$ cat src/rtl/hilo_muldiv.sv
// hilo_muldiv: iterative 32x32 multiply / 32/32 divide unit holding the
// architectural HI/LO registers.
//
// Ports
//   Clk        rising-edge clock
//   Reset      synchronous, active-high reset
//   Start      launch the operation selected by Op (sampled only in IDLE)
//   Op         00 MULTU, 01 MULT, 10 DIVU, 11 DIV
//   A, B       rs / rt operands; latched at the Start edge
//   Mthi/Mtlo  copy A into HI / LO (honoured only in IDLE without Start)
//   Busy       high while an operation is in flight
//   Done       one-cycle pulse after HI/LO have been updated
//   DivByZero  one-cycle pulse together with Done for a divide by zero
//   Hi, Lo     HI / LO registers
//
// Both operations work on magnitudes. The low half of the accumulator
// starts as |A|: for a multiply it is the multiplier being shifted out,
// and for a divide it is the dividend being shifted into the remainder
// while quotient bits shift in behind it. |B| is the multiplicand or the
// divisor. Signs are restored in the FIX state.
module hilo_muldiv #(
  parameter int WIDTH = 32
) (
  input  logic             Clk,
  input  logic             Reset,
  input  logic             Start,
  input  logic [1:0]       Op,
  input  logic [WIDTH-1:0] A,
  input  logic [WIDTH-1:0] B,
  input  logic             Mthi,
  input  logic             Mtlo,
  output logic             Busy,
  output logic             Done,
  output logic             DivByZero,
  output logic [WIDTH-1:0] Hi,
  output logic [WIDTH-1:0] Lo
);

  typedef enum logic [1:0] {
    S_IDLE = 2'd0,
    S_RUN  = 2'd1,
    S_FIX  = 2'd2,
    S_ZERO = 2'd3
  } state_t;

  // Two's complement negation helpers used for operand magnitude and
  // for the final sign correction.
  function automatic logic [WIDTH-1:0] neg_w(input logic [WIDTH-1:0] x);
    return -x;
  endfunction

  function automatic logic [2*WIDTH-1:0] neg_d(input logic [2*WIDTH-1:0] x);
    return -x;
  endfunction

  // Control state
  state_t           r_state;
  logic [5:0]       r_cnt;
  logic             r_busy;
  logic             r_done;
  logic             r_dbz;
  logic [WIDTH-1:0] r_hi;
  logic [WIDTH-1:0] r_lo;

  // Datapath state (no reset needed; always loaded at Start)
  logic             r_is_div;
  logic             r_sa;
  logic             r_sb;
  logic [2*WIDTH-1:0] r_acc;
  logic [WIDTH-1:0] r_rem;
  logic [WIDTH-1:0] r_opnd;

  // Operand magnitudes; only the signed ops (Op[0]=1) take magnitudes.
  logic             w_sa;
  logic             w_sb;
  logic [WIDTH-1:0] w_abs_a;
  logic [WIDTH-1:0] w_abs_b;

  // Iteration datapath
  logic [WIDTH:0]   w_mul_sum;
  logic [WIDTH:0]   w_shift;
  logic             w_ge;
  logic [WIDTH-1:0] w_sub;

  // Sign-corrected results
  logic [2*WIDTH-1:0] w_prod;
  logic [WIDTH-1:0]   w_quo;
  logic [WIDTH-1:0]   w_rmd;

  assign w_sa    = Op[0] & A[WIDTH-1];
  assign w_sb    = Op[0] & B[WIDTH-1];
  assign w_abs_a = w_sa ? neg_w(A) : A;
  assign w_abs_b = w_sb ? neg_w(B) : B;

  // Multiply step: add multiplicand to the upper half when the multiplier
  // LSB is set; the carry becomes the new MSB after the right shift.
  assign w_mul_sum = {1'b0, r_acc[2*WIDTH-1:WIDTH]} +
                     {1'b0, (r_acc[0] ? r_opnd : {WIDTH{1'b0}})};

  // Divide step: 33-bit partial remainder after shifting in the next
  // dividend bit. When it is >= divisor the difference fits in WIDTH bits,
  // so the subtraction only needs the low WIDTH bits.
  assign w_shift = {r_rem, r_acc[WIDTH-1]};
  assign w_ge    = (w_shift >= {1'b0, r_opnd});
  assign w_sub   = w_shift[WIDTH-1:0] - r_opnd;

  assign w_prod = (r_sa ^ r_sb) ? neg_d(r_acc) : r_acc;
  assign w_quo  = (r_sa ^ r_sb) ? neg_w(r_acc[WIDTH-1:0]) : r_acc[WIDTH-1:0];
  assign w_rmd  = r_sa ? neg_w(r_rem) : r_rem;

  // Control FSM and architectural HI/LO
  always_ff @(posedge Clk) begin
    if (Reset) begin
      r_state <= S_IDLE;
      r_cnt   <= 6'd0;
      r_busy  <= 1'b0;
      r_done  <= 1'b0;
      r_dbz   <= 1'b0;
      r_hi    <= '0;
      r_lo    <= '0;
    end else begin
      r_done <= 1'b0;
      r_dbz  <= 1'b0;
      case (r_state)
        S_IDLE: begin
          if (Start) begin
            // Start takes priority over a simultaneous move.
            r_cnt  <= 6'd0;
            r_busy <= 1'b1;
            if (Op[1] && (B == '0)) r_state <= S_ZERO;
            else                    r_state <= S_RUN;
          end else begin
            if (Mthi) r_hi <= A;
            if (Mtlo) r_lo <= A;
          end
        end
        S_RUN: begin
          r_cnt <= r_cnt + 6'd1;
          if (r_cnt == 6'd31) r_state <= S_FIX;
        end
        S_FIX: begin
          if (r_is_div) begin
            r_hi <= w_rmd;
            r_lo <= w_quo;
          end else begin
            r_hi <= w_prod[2*WIDTH-1:WIDTH];
            r_lo <= w_prod[WIDTH-1:0];
          end
          r_done  <= 1'b1;
          r_busy  <= 1'b0;
          r_state <= S_IDLE;
        end
        S_ZERO: begin
          r_done  <= 1'b1;
          r_dbz   <= 1'b1;
          r_busy  <= 1'b0;
          r_state <= S_IDLE;
        end
        default: r_state <= S_IDLE;
      endcase
    end
  end

  // Iterative datapath
  always_ff @(posedge Clk) begin
    if (r_state == S_IDLE) begin
      if (Start) begin
        r_is_div <= Op[1];
        r_sa     <= w_sa;
        r_sb     <= w_sb;
        r_acc    <= {{WIDTH{1'b0}}, w_abs_a};
        r_opnd   <= w_abs_b;
        r_rem    <= '0;
      end
    end else if (r_state == S_RUN) begin
      if (r_is_div) begin
        r_rem <= w_ge ? w_sub : w_shift[WIDTH-1:0];
        r_acc <= {r_acc[2*WIDTH-1:WIDTH], r_acc[WIDTH-2:0], w_ge};
      end else begin
        r_acc <= {w_mul_sum, r_acc[WIDTH-1:1]};
      end
    end
  end

  assign Busy      = r_busy;
  assign Done      = r_done;
  assign DivByZero = r_dbz;
  assign Hi        = r_hi;
  assign Lo        = r_lo;

endmodule

$ cat config.mk
export PLATFORM = sky130hd
export DESIGN_NAME = hilo_muldiv
export DESIGN_NICKNAME = d
export VERILOG_FILES = /design/src/rtl/hilo_muldiv.sv
export SDC_FILE = /design/constraint.sdc
export NUM_CORES = 1
export LEC_CHECK = 0
export CAP_MARGIN = 10
export CORE_ASPECT_RATIO = 0.8
export CORE_MARGIN = 4
export CORE_UTILIZATION = 41
export CTS_CLUSTER_DIAMETER = 120
export CTS_CLUSTER_SIZE = 25
export DETAILED_ROUTE_END_ITERATION = 6
export GPL_ROUTABILITY_DRIVEN = 0
export PLACE_DENSITY = 0.59
export SLEW_MARGIN = 20
export SYNTH_ARGS = -nofsm -noshare
export SYNTH_HDL_FRONTEND = slang
export SYNTH_SLANG_ARGS = --single-unit
$ cat constraint.sdc
create_clock -name Clk -period 4.1 [get_ports Clk]
set_input_delay 0.82 -clock Clk [delete_from_list [all_inputs] [get_ports Clk]]
set_output_delay 0.82 -clock Clk [all_outputs]
set_load 0.02 [all_outputs]
==> out/results.txt, run 1 <==
CP cell instances: ha_1, nand4_1, or2_2, a211oi_1, nor4_1, buf_4, o211ai_1, a21boi_0, o31ai_1, mux2i_1, o211ai_1
commonest non-fill, non-tap cell in the layout: nor2_1
I/O Buffers: 137
class of the worst hold path: reg2reg
peak fanout along the critical path: 7
number of max-cap violations: 0
Mapped Nets: 1,928
n_diodes: 0
final setup skew: 0.0448 ns
drt total wl: 53,900 µm
most frequent cells in the layout: 226 x nor2_1, 142 x nand2_1, 136 x clkdlybuf4s50_1
relative slew slack: 0.330
GRT Residual Overflow: 0
Crit path arrival time: 4.02 ns
initial antenna violation count: 0
Crit. End Element: flip-flop
Post-DP Area: 17,400 µm²
Max Slew Vio Count: 0
Setup crit start kind: flip-flop
CTS H-Tree Depth: 1
Ys Warns: 0
Clock Tree Buf Depth: 3
Final Cycle Share: 0.914
# Post-CTS Setup Buffers: 0
PD cells: 417 nW/µm²
Residual DRC: 0
Die H: 181 µm
Routed WL per cell: 22.6 µm
most frequent CP cell: o211ai_1
status: finished clean
post_cts resized: 0
Yosys reg bits: 206
post-synthesis instance total: 1,786
Critical Path RT: 4.37 ns
die footprint: 40,500 µm²
Place WS: 0.0875 ns
pin count of the biggest net entering global routing: 89
Starting Density: 0.420
Routed Antenna Nets: 0
RSZ-0062 raised after global routing: false
vias per cell: 6.13
fmax: 0.267 GHz
die width: 224 µm
latest clock arrival within the worst-skew pair: 0.52 ns
sequential cell area fraction in the yosys report: 0.356
TritonCTS Buffers: 12
Synth Flop Type: edfxtp_1
synth unique cells: 68
area grow syn2layout: 16.4%
DR iter-0 viols: 1,859
cts hold-fix bufs: 0
fraction of registers with async set or reset after synthesis: 0
CTS tree: done
hold_ws: 0.484 ns
Least-Margin Pin Slew: 0.991 ns
Syn Std Cell Area: 15,300 µm²
number of global-route vias before repair: 13,500
core area: 36,400 µm²
Fin. Hold Viols: 0
Root Buffer: clkbuf_16
layout cells sized above 1: 0.0576
io pins: 138
minimum clock period: 3.75 ns
WP buf/inv: 1
via count: 14,600
Crit-path slowest cell: edfxtp_1
DR pass1 iterations: 6
worst setup margin: 0.352 ns
leakage: 6.76 nW
# nets final: 2,047
first-pass GRT wire length: 82,600 µm
Post-Layout Inst Area: 17,800 µm²
clock sinks: 206
Std-Cell Rows: 62
Final TNS setup: 0 ns
cell family with most CP delay: compound AO/OA/AOI/OAI gates
EDFF count, synth: 131
Max stage delay on crit path: 0.54 ns
Crit Path Category: reg2reg
Syn Area/Cell: 8.56 µm²
final setup violation count: 0
total track usage: 0.256
Post-DP HPWL: 41,400 µm
worst vdd ir: 0.000327 V
Clk pin slew, worst setup/hold paths: 0.11 ns
worst paths after layout:
check,startpoint,to,slack (ns),depth (start not counted)
max,r_rem[9],r_rem[31],0.35,11
min,Busy,Busy,0.48,2
max reg2reg,r_rem[9],r_rem[31],0.35,11
min reg2reg,Busy,Busy,0.48,2
synth_stat cells, drive strengths merged, types with 25 or more instances:
library cell  count  area, µm²
a21oi           133        666
ha               69        863
inv              75        282
nand2           143        539
nand3            28        140
clkbuf           85        320
xnor2           112        981
a31oi            25        156
o31ai            26        195
dfxtp            75       1500
xor2             84        736
edfxtp          131       3930
a222oi           47        470
o21ai           103        515
nor2            227        852
nor3             53        277
mux2i            43        430
a21o             34        255
sequential cells by signal, summed over array words and instances (netlist names):
name / count
DivByZero: 1
Done: 1
r_sa: 1
r_is_div: 1
r_state: 2
r_opnd: 32
r_cnt: 6
r_sb: 1
r_acc: 64
Busy: 1
Lo: 32
r_rem: 32
Hi: 32
worst min-delay path: stages (launching register included):
cell and delay (ns):
dfxtp_1 0.32, nand2b_1 0.06, a21oi_1 0.06
area by class of cell:
class                   count  area (µm²)
fillers                  3497       18600
clock inverters             1        20.0
multi-input cells        1410        9240
well taps                 480         601
clock buffers              18         344
inverters                  75         282
repair buffers            200        1880
flip-flops and latches    206        5440
where the power goes:
group / switching (mW) / total [mW] / leakage [nW] / internal, mW
Combinational: 1.84 / 3.11 / 4.68 / 1.28
Sequential: 0.390 / 2.94 / 1.91 / 2.55
Clock: 0.762 / 1.37 / 0.176 / 0.604
per-layer routing:
| layer | wire [µm] | GRT usage |
|---|---|---|
| met5 | 0 | 0 |
| met4 | 1000 | 0.0461 |
| met3 | 5090 | 0.0636 |
| met2 | 22600 | 0.368 |
| met1 | 25300 | 0.391 |
cell families (layout without fill, tap and decap cells):
kind of cell | Yosys count | in the layout | share of synthesized area
xor gates and xnor gates | 196 | 196 | 0.112
AOI/OAI and AO/OA | 500 | 500 | 0.218
muxes | 44 | 44 | 0.0289
DFF | 206 | 206 | 0.356
buffers and inverters | 170 | 294 | 0.0429
and+or+nand+nor | 599 | 599 | 0.184
adders and majority gates | 71 | 71 | 0.0591
stage by stage:
step	util	cells	total power, mW
after global placement	0.479	2371	5.98
after detailed placement	0.479	2371	6.03
after global routing	0.489	2390	7.84
after CTS	0.489	2390	7.40
final	0.489	2390	7.42
after floorplan	-	1786	4.95
No activity file was read; power rests on OpenSTA's default activity.
==> run 2: changes to the inputs <==
--- a/config.mk
+++ b/config.mk
@@ -13,7 +13,7 @@
 export CTS_CLUSTER_SIZE = 25
 export DETAILED_ROUTE_END_ITERATION = 6
 export GPL_ROUTABILITY_DRIVEN = 0
-export PLACE_DENSITY = 0.59
+export PLACE_DENSITY = 0.64
 export SLEW_MARGIN = 20
 export SYNTH_ARGS = -nofsm -noshare
 export SYNTH_HDL_FRONTEND = slang
==> run 2 against run 1 <==
Effect of this change:
- global-route usage down 0.62 points
- hold slack better by 0.0043 ns
- critical path type unchanged
- core utilization fell by 0.17 points
- worst setup slack better by 0.047 ns
- sequential share of layout area is 0.11 points higher
- critical endpoint unchanged
- largest cell class unchanged
- via count down 0.58%
- power fell by 0.78%
==> out/results.txt, run 2 (synthesis results as in run 1) <==
Critical Path RT: 4.34 ns (-0.03 ns)
Hold Path Origin: Busy
multi-input logic area: 9240 µm² (unchanged)
cts hold-fix bufs: 0 (unchanged)
area grow syn2layout: 16.0%
Post-DP HPWL: 40,600 µm (-2.0%)
Crit Path Category: reg2reg
Fin. Hold Viols: 0 (unchanged)
DR iter-0 viols: 2,194 (+18%)
peak fanout along the critical path: 7 (unchanged)
# nets final: 2,041 (-0.29%)
RSZ-0062 raised after global routing: false
vias per cell: 6.10 (-0.33%)
initial antenna violation count: 1 (+1)
Hold EP: Busy
Crit path arrival time: 3.94 ns (-0.08 ns)
worst vdd ir: 0.000232 V (-29%)
Hold Path Depth: 2 (unchanged)
Least-Margin Pin Slew: 0.979 ns (-0.0115 ns)
PD cells: 415 nW/µm² (-0.43%)
Std-Cell Rows: 62 (unchanged)
fill count: 3,462 (-1.0%)
Starting Density: 0.420 (unchanged)
total track usage: 0.250 (-0.00618)
Routed Antenna Nets: 0 (unchanged)
Register-to-Register Path Depth: 11 (unchanged)
R2R Path End: r_rem[31]
DR pass1 iterations: 7 (+1)
TritonCTS Buffers: 12 (unchanged)
Setup crit start kind: flip-flop
Clk pin slew, worst setup/hold paths: 0.11 ns (about the same)
n_diodes: 0 (unchanged)
GR Util met2: 0.358 (-0.00960)
most frequent cells in the layout: 225 x nor2_1, 142 x nand2_1, 136 x clkdlybuf4s50_1
Final Total Pwr: 7.36 mW (-0.78%)
final setup skew: 0.0244 ns (-0.0204 ns)
Max Slew Vio Count: 0 (unchanged)
die footprint: 40,500 µm² (unchanged)
status: finished clean
reg2reg start: r_rem[9]
Worst R2R Setup Slack: 0.40 ns (+0.05 ns)
# Post-CTS Setup Buffers: 0 (unchanged)
CTS tree: done
core area: 36,400 µm² (unchanged)
post_cts resized: 0 (unchanged)
class of the worst hold path: reg2reg
io pins: 138 (unchanged)
Die H: 181 µm (unchanged)
GRT Residual Overflow: 0 (unchanged)
final setup violation count: 0 (unchanged)
CP cell instances: ha_1, nand4_1, or2_2, a211oi_1, nor4_1, buf_4, o211ai_1, a21boi_0, o31ai_1, mux2i_1, o211ai_1
met3 Resource Use GR: 0.0589 (-0.00471)
Crit. End Element: flip-flop
pin count of the biggest net entering global routing: 80 (-10%)
CTS H-Tree Depth: 1 (unchanged)
I/O Buffers: 137 (unchanged)
via count: 14,600 (-0.58%)
Residual DRC: 0 (unchanged)
minimum clock period: 3.70 ns (-0.0466 ns)
commonest non-fill, non-tap cell in the layout: nor2_1
number of global-route vias before repair: 13,500 (-0.32%)
layout cells sized above 1: 0.0551 (-0.00244)
die width: 224 µm (unchanged)
number of max-cap violations: 0 (unchanged)
Clock Tree Buf Depth: 3 (unchanged)
Final TNS setup: 0 ns (unchanged)
relative slew slack: 0.341 (+0.0111)
Post-Layout Inst Area: 17,700 µm² (-0.34%)
fmax: 0.270 GHz (+1.3%)
Post-DP Area: 17,400 µm² (-0.34%)
cell family with most CP delay: compound AO/OA/AOI/OAI gates
leakage: 6.73 nW (-0.49%)
Crit-path slowest cell: edfxtp_1
Root Buffer: clkbuf_16
fin util: 0.488 (-0.00168)
gr busiest metal: met1
register area: 5440 µm² (unchanged)
first-pass GRT wire length: 80,900 µm (-2.0%)
most frequent CP cell: o211ai_1
Final Cycle Share: 0.903 (-0.0114)
Routed WL per cell: 22.0 µm (-2.4%)
Largest Register: r_acc
latest clock arrival within the worst-skew pair: 0.50 ns (-0.02 ns)
Largest register FFs: 64 (unchanged)
M1 GR Usage: 0.382 (-0.00973)
Max stage delay on crit path: 0.52 ns (-0.02 ns)
clock sinks: 206 (unchanged)
drt total wl: 52,500 µm (-2.6%)
WP buf/inv: 1 (unchanged)
[run 2: per-layer routing]
| layer | up-vias | wire length [µm] |
|---|---|---|
| li1 | 6796 | - |
| met1 | 6915 | 23800 |
| met2 | 770 | 21700 |
| met3 | 71 | 5890 |
| met4 | 2 | 1150 |
| met5 | - | 8 |
[run 2: worst max path at each step]
stage               startpoint        end  slack [ns]  depth (start not counted)
CTS                   r_acc[0]  r_acc[60]        0.48                         13
floorplan             r_is_div  r_acc[32]        0.41                          4
finish                r_rem[9]  r_rem[31]        0.40                         11
global placement          A[5]  r_acc[26]         0.1                         12
global route          r_acc[0]  r_acc[60]        0.16                         13
detailed placement        A[5]  r_acc[26]        0.04                         12
[run 2: metrics by stage]
step | setup slack, ns | std cells | hold WS, ns
6_report | 0.399 | 2384 | 0.489
4_1_cts | 0.480 | 2384 | 0.492
5_1_grt | 0.158 | 2384 | 0.527
3_5_place_dp | 0.0444 | 2365 | 0.470
3_3_place_gp | 0.0986 | 2365 | 0.462
2_1_floorplan | 0.407 | 1786 | 0.465
[run 2: power breakdown]
group | switching (mW) | internal [mW] | leakage, nW
Clock | 0.757 | 0.596 | 0.180
Sequential | 0.382 | 2.55 | 1.91
Combinational | 1.82 | 1.26 | 4.64
[run 2: layout make-up]
type	instances	share of cell area
clock buffers	16	0.0190
clock inverters	3	0.00134
inverters	75	0.0159
multi-input cells	1410	0.521
flip-flops and latches	206	0.306
well taps	480	0.0339
repair buffers	194	0.103
[run 2: worst min-delay path, cell delays in order (launching register included)]
cell and delay (ns):
dfxtp_1 0.33, nand2b_1 0.06, a21oi_1 0.06
==> run 3: changes to the inputs <==
--- a/config.mk
+++ b/config.mk
@@ -9,11 +9,13 @@
 export CORE_ASPECT_RATIO = 0.8
 export CORE_MARGIN = 4
 export CORE_UTILIZATION = 41
+export CTS_BUF_LIST = sky130_fd_sc_hd__clkbuf_4 sky130_fd_sc_hd__clkbuf_8
 export CTS_CLUSTER_DIAMETER = 120
 export CTS_CLUSTER_SIZE = 25
 export DETAILED_ROUTE_END_ITERATION = 6
 export GPL_ROUTABILITY_DRIVEN = 0
 export PLACE_DENSITY = 0.64
+export REMOVE_ABC_BUFFERS = 1
 export SLEW_MARGIN = 20
 export SYNTH_ARGS = -nofsm -noshare
 export SYNTH_HDL_FRONTEND = slang
==> run 3 against run 2 <==
Effect of this change:
- core utilization down 0.29 points
- combinational power decreased by 1%
- routed wire length down 4.7%
- via count is 0.64% lower
- sequential power about the same
- critical path type unchanged
- largest cell class unchanged
- largest power group unchanged
- the run now ends with design-rule violations left
- global-route usage fell by 1.4 points
==> out/results.txt, run 3 (synthesis results as in run 1) <==
Max Slew Vio Count: 0 (unchanged)
Largest register FFs: 64 (unchanged)
final setup skew: 0.0694 ns (+0.0450 ns)
Crit Path Category: reg2reg
CTS tree: done
Clk pin slew, worst setup/hold paths: 0.17 ns (+0.06 ns)
worst vdd ir: 0.000201 V (-14%)
Final Cycle Share: 0.928 (+0.0254)
Largest Register: r_acc
peak fanout along the critical path: 6 (-1)
layout cells sized above 1: 0.0572 (+0.00204)
status: finished with violations
Net Sw Frac: 0.408 (+0.00735)
cts hold-fix bufs: 0 (unchanged)
drt total wl: 50,100 µm (-4.7%)
clock share of power: 0.153 (-0.031)
relative slew slack: 0.195 (-0.146)
clock sinks: 206 (unchanged)
via count: 14,500 (-0.64%)
fmax: 0.263 GHz (-2.7%)
core area: 36,400 µm² (unchanged)
Crit. End Element: flip-flop
most frequent cells in the layout: 226 x nor2_1, 142 x nand2_1, 136 x clkdlybuf4s50_1
n_diodes: 0 (unchanged)
TritonCTS Buffers: 12 (unchanged)
DR pass1 iterations: 7 (unchanged)
post_cts resized: 0 (unchanged)
latest clock arrival within the worst-skew pair: 0.56 ns (+0.06 ns)
DR iter-0 viols: 1,698 (-23%)
Routed Antenna Nets: 0 (unchanged)
final setup violation count: 0 (unchanged)
Fin. Hold Viols: 0 (unchanged)
# nets final: 2,042 (+0.049%)
GRT Residual Overflow: 0 (unchanged)
failing checks: design-rule violations
PD cells: 399 nW/µm² (-3.8%)
internal power: 4.17 mW (-5.6%)
Residual DRC: 1 (+1)
leakage: 6.69 nW (-0.60%)
Crit path arrival time: 4.29 ns (+0.35 ns)
die width: 224 µm (unchanged)
RSZ-0062 raised after global routing: false
die footprint: 40,500 µm² (unchanged)
minimum clock period: 3.81 ns (+0.104 ns)
Die H: 181 µm (unchanged)
Least-Margin Pin Slew: 1.20 ns (+0.224 ns)
Clock Tree Buf Depth: 3 (unchanged)
number of global-route vias before repair: 13,500 (+0.33%)
vias per cell: 6.06 (-0.72%)
# Post-CTS Setup Buffers: 0 (unchanged)
commonest non-fill, non-tap cell in the layout: nor2_1
number of max-cap violations: 0 (unchanged)
area grow syn2layout: 15.3%
Setup crit start kind: flip-flop
CTS H-Tree Depth: 1 (unchanged)
Post-DP HPWL: 38,400 µm (-5.5%)
hold_ws: 0.497 ns (+0.00849 ns)
class of the worst hold path: reg2reg
first-pass GRT wire length: 77,000 µm (-4.9%)
Root Buffer: clkbuf_8
io pins: 138 (unchanged)
pin count of the biggest net entering global routing: 63 (-21%)
Std-Cell Rows: 62 (unchanged)
Logic pwr share: 0.432 (+0.014)
Final Total Pwr: 7.04 mW (-4.4%)
Starting Density: 0.420 (unchanged)
initial antenna violation count: 0 (-1)
Seq pwr share: 0.415 (+0.016)
Routed WL per cell: 21.0 µm (-4.7%)
I/O Buffers: 137 (unchanged)
Sw Pwr: 2.88 mW (-2.6%)
Critical Path RT: 4.59 ns (+0.25 ns)
total track usage: 0.235 (-0.0145)
==> run 3: critical path, cell delays in order (launching register included) <==
cell and delay [ns]:
edfxtp_1 0.53, or4_4 0.58, or3_2 0.46, or4_1 0.74, and2_1 0.33, a21oi_1 0.43, o21ai_0 0.23, xor2_1 0.18
nand2_1 0.07, a21oi_1 0.18
==> run 3: area by class of cell <==
type | count | area (µm²)
fillers | 3512 | 18700
multi-input cells | 1410 | 9240
clock buffers | 18 | 216
well taps | 480 | 601
inverters | 75 | 282
flip-flops and latches | 206 | 5440
clock inverters | 2 | 21.3
repair buffers | 195 | 1840
==> run 3: final timing paths <==
path / from / to / slack, ns / cells after the start
worst max register to register: r_acc[5] / Hi[28] / 0.29 / 9
worst min-delay path: Hi[0] / Hi[0] / 0.50 / 2
worst max-delay path: r_acc[5] / Hi[28] / 0.29 / 9
worst min register to register: Hi[0] / Hi[0] / 0.50 / 2
==> run 3: power by group through the flow <==
stage,logic [mW],registers [mW],clock network [mW]
floorplan,2.00,2.91,0
global placement,2.94,2.95,0
detailed placement,2.98,2.95,0
CTS,3.00,2.91,1.10
global route,3.33,2.95,1.17
finish,3.04,2.92,1.08
==> run 3: metrics by stage <==
step | setup WS [ns] | area [µm²] | util | cells | TNS (ns)
finish | 0.295 | 17600 | 0.485 | 2386 | 0
global placement | 0.124 | 17400 | 0.478 | 2366 | 0
CTS | 0.450 | 17600 | 0.485 | 2386 | 0
floorplan | -1.50 | 14900 | - | 1691 | -144.98
global route | 0.179 | 17600 | 0.485 | 2386 | 0
detailed placement | 0.0427 | 17400 | 0.478 | 2366 | 0
==> run 3: per-layer routing <==
layer,wire length (µm),vias to the layer above,track usage
met5,100,-,0.0179
met1,23100,6917,0.357
li1,-,6802,-
met3,4610,55,0.0376
met4,927,2,0.0424
met2,21400,685,0.355
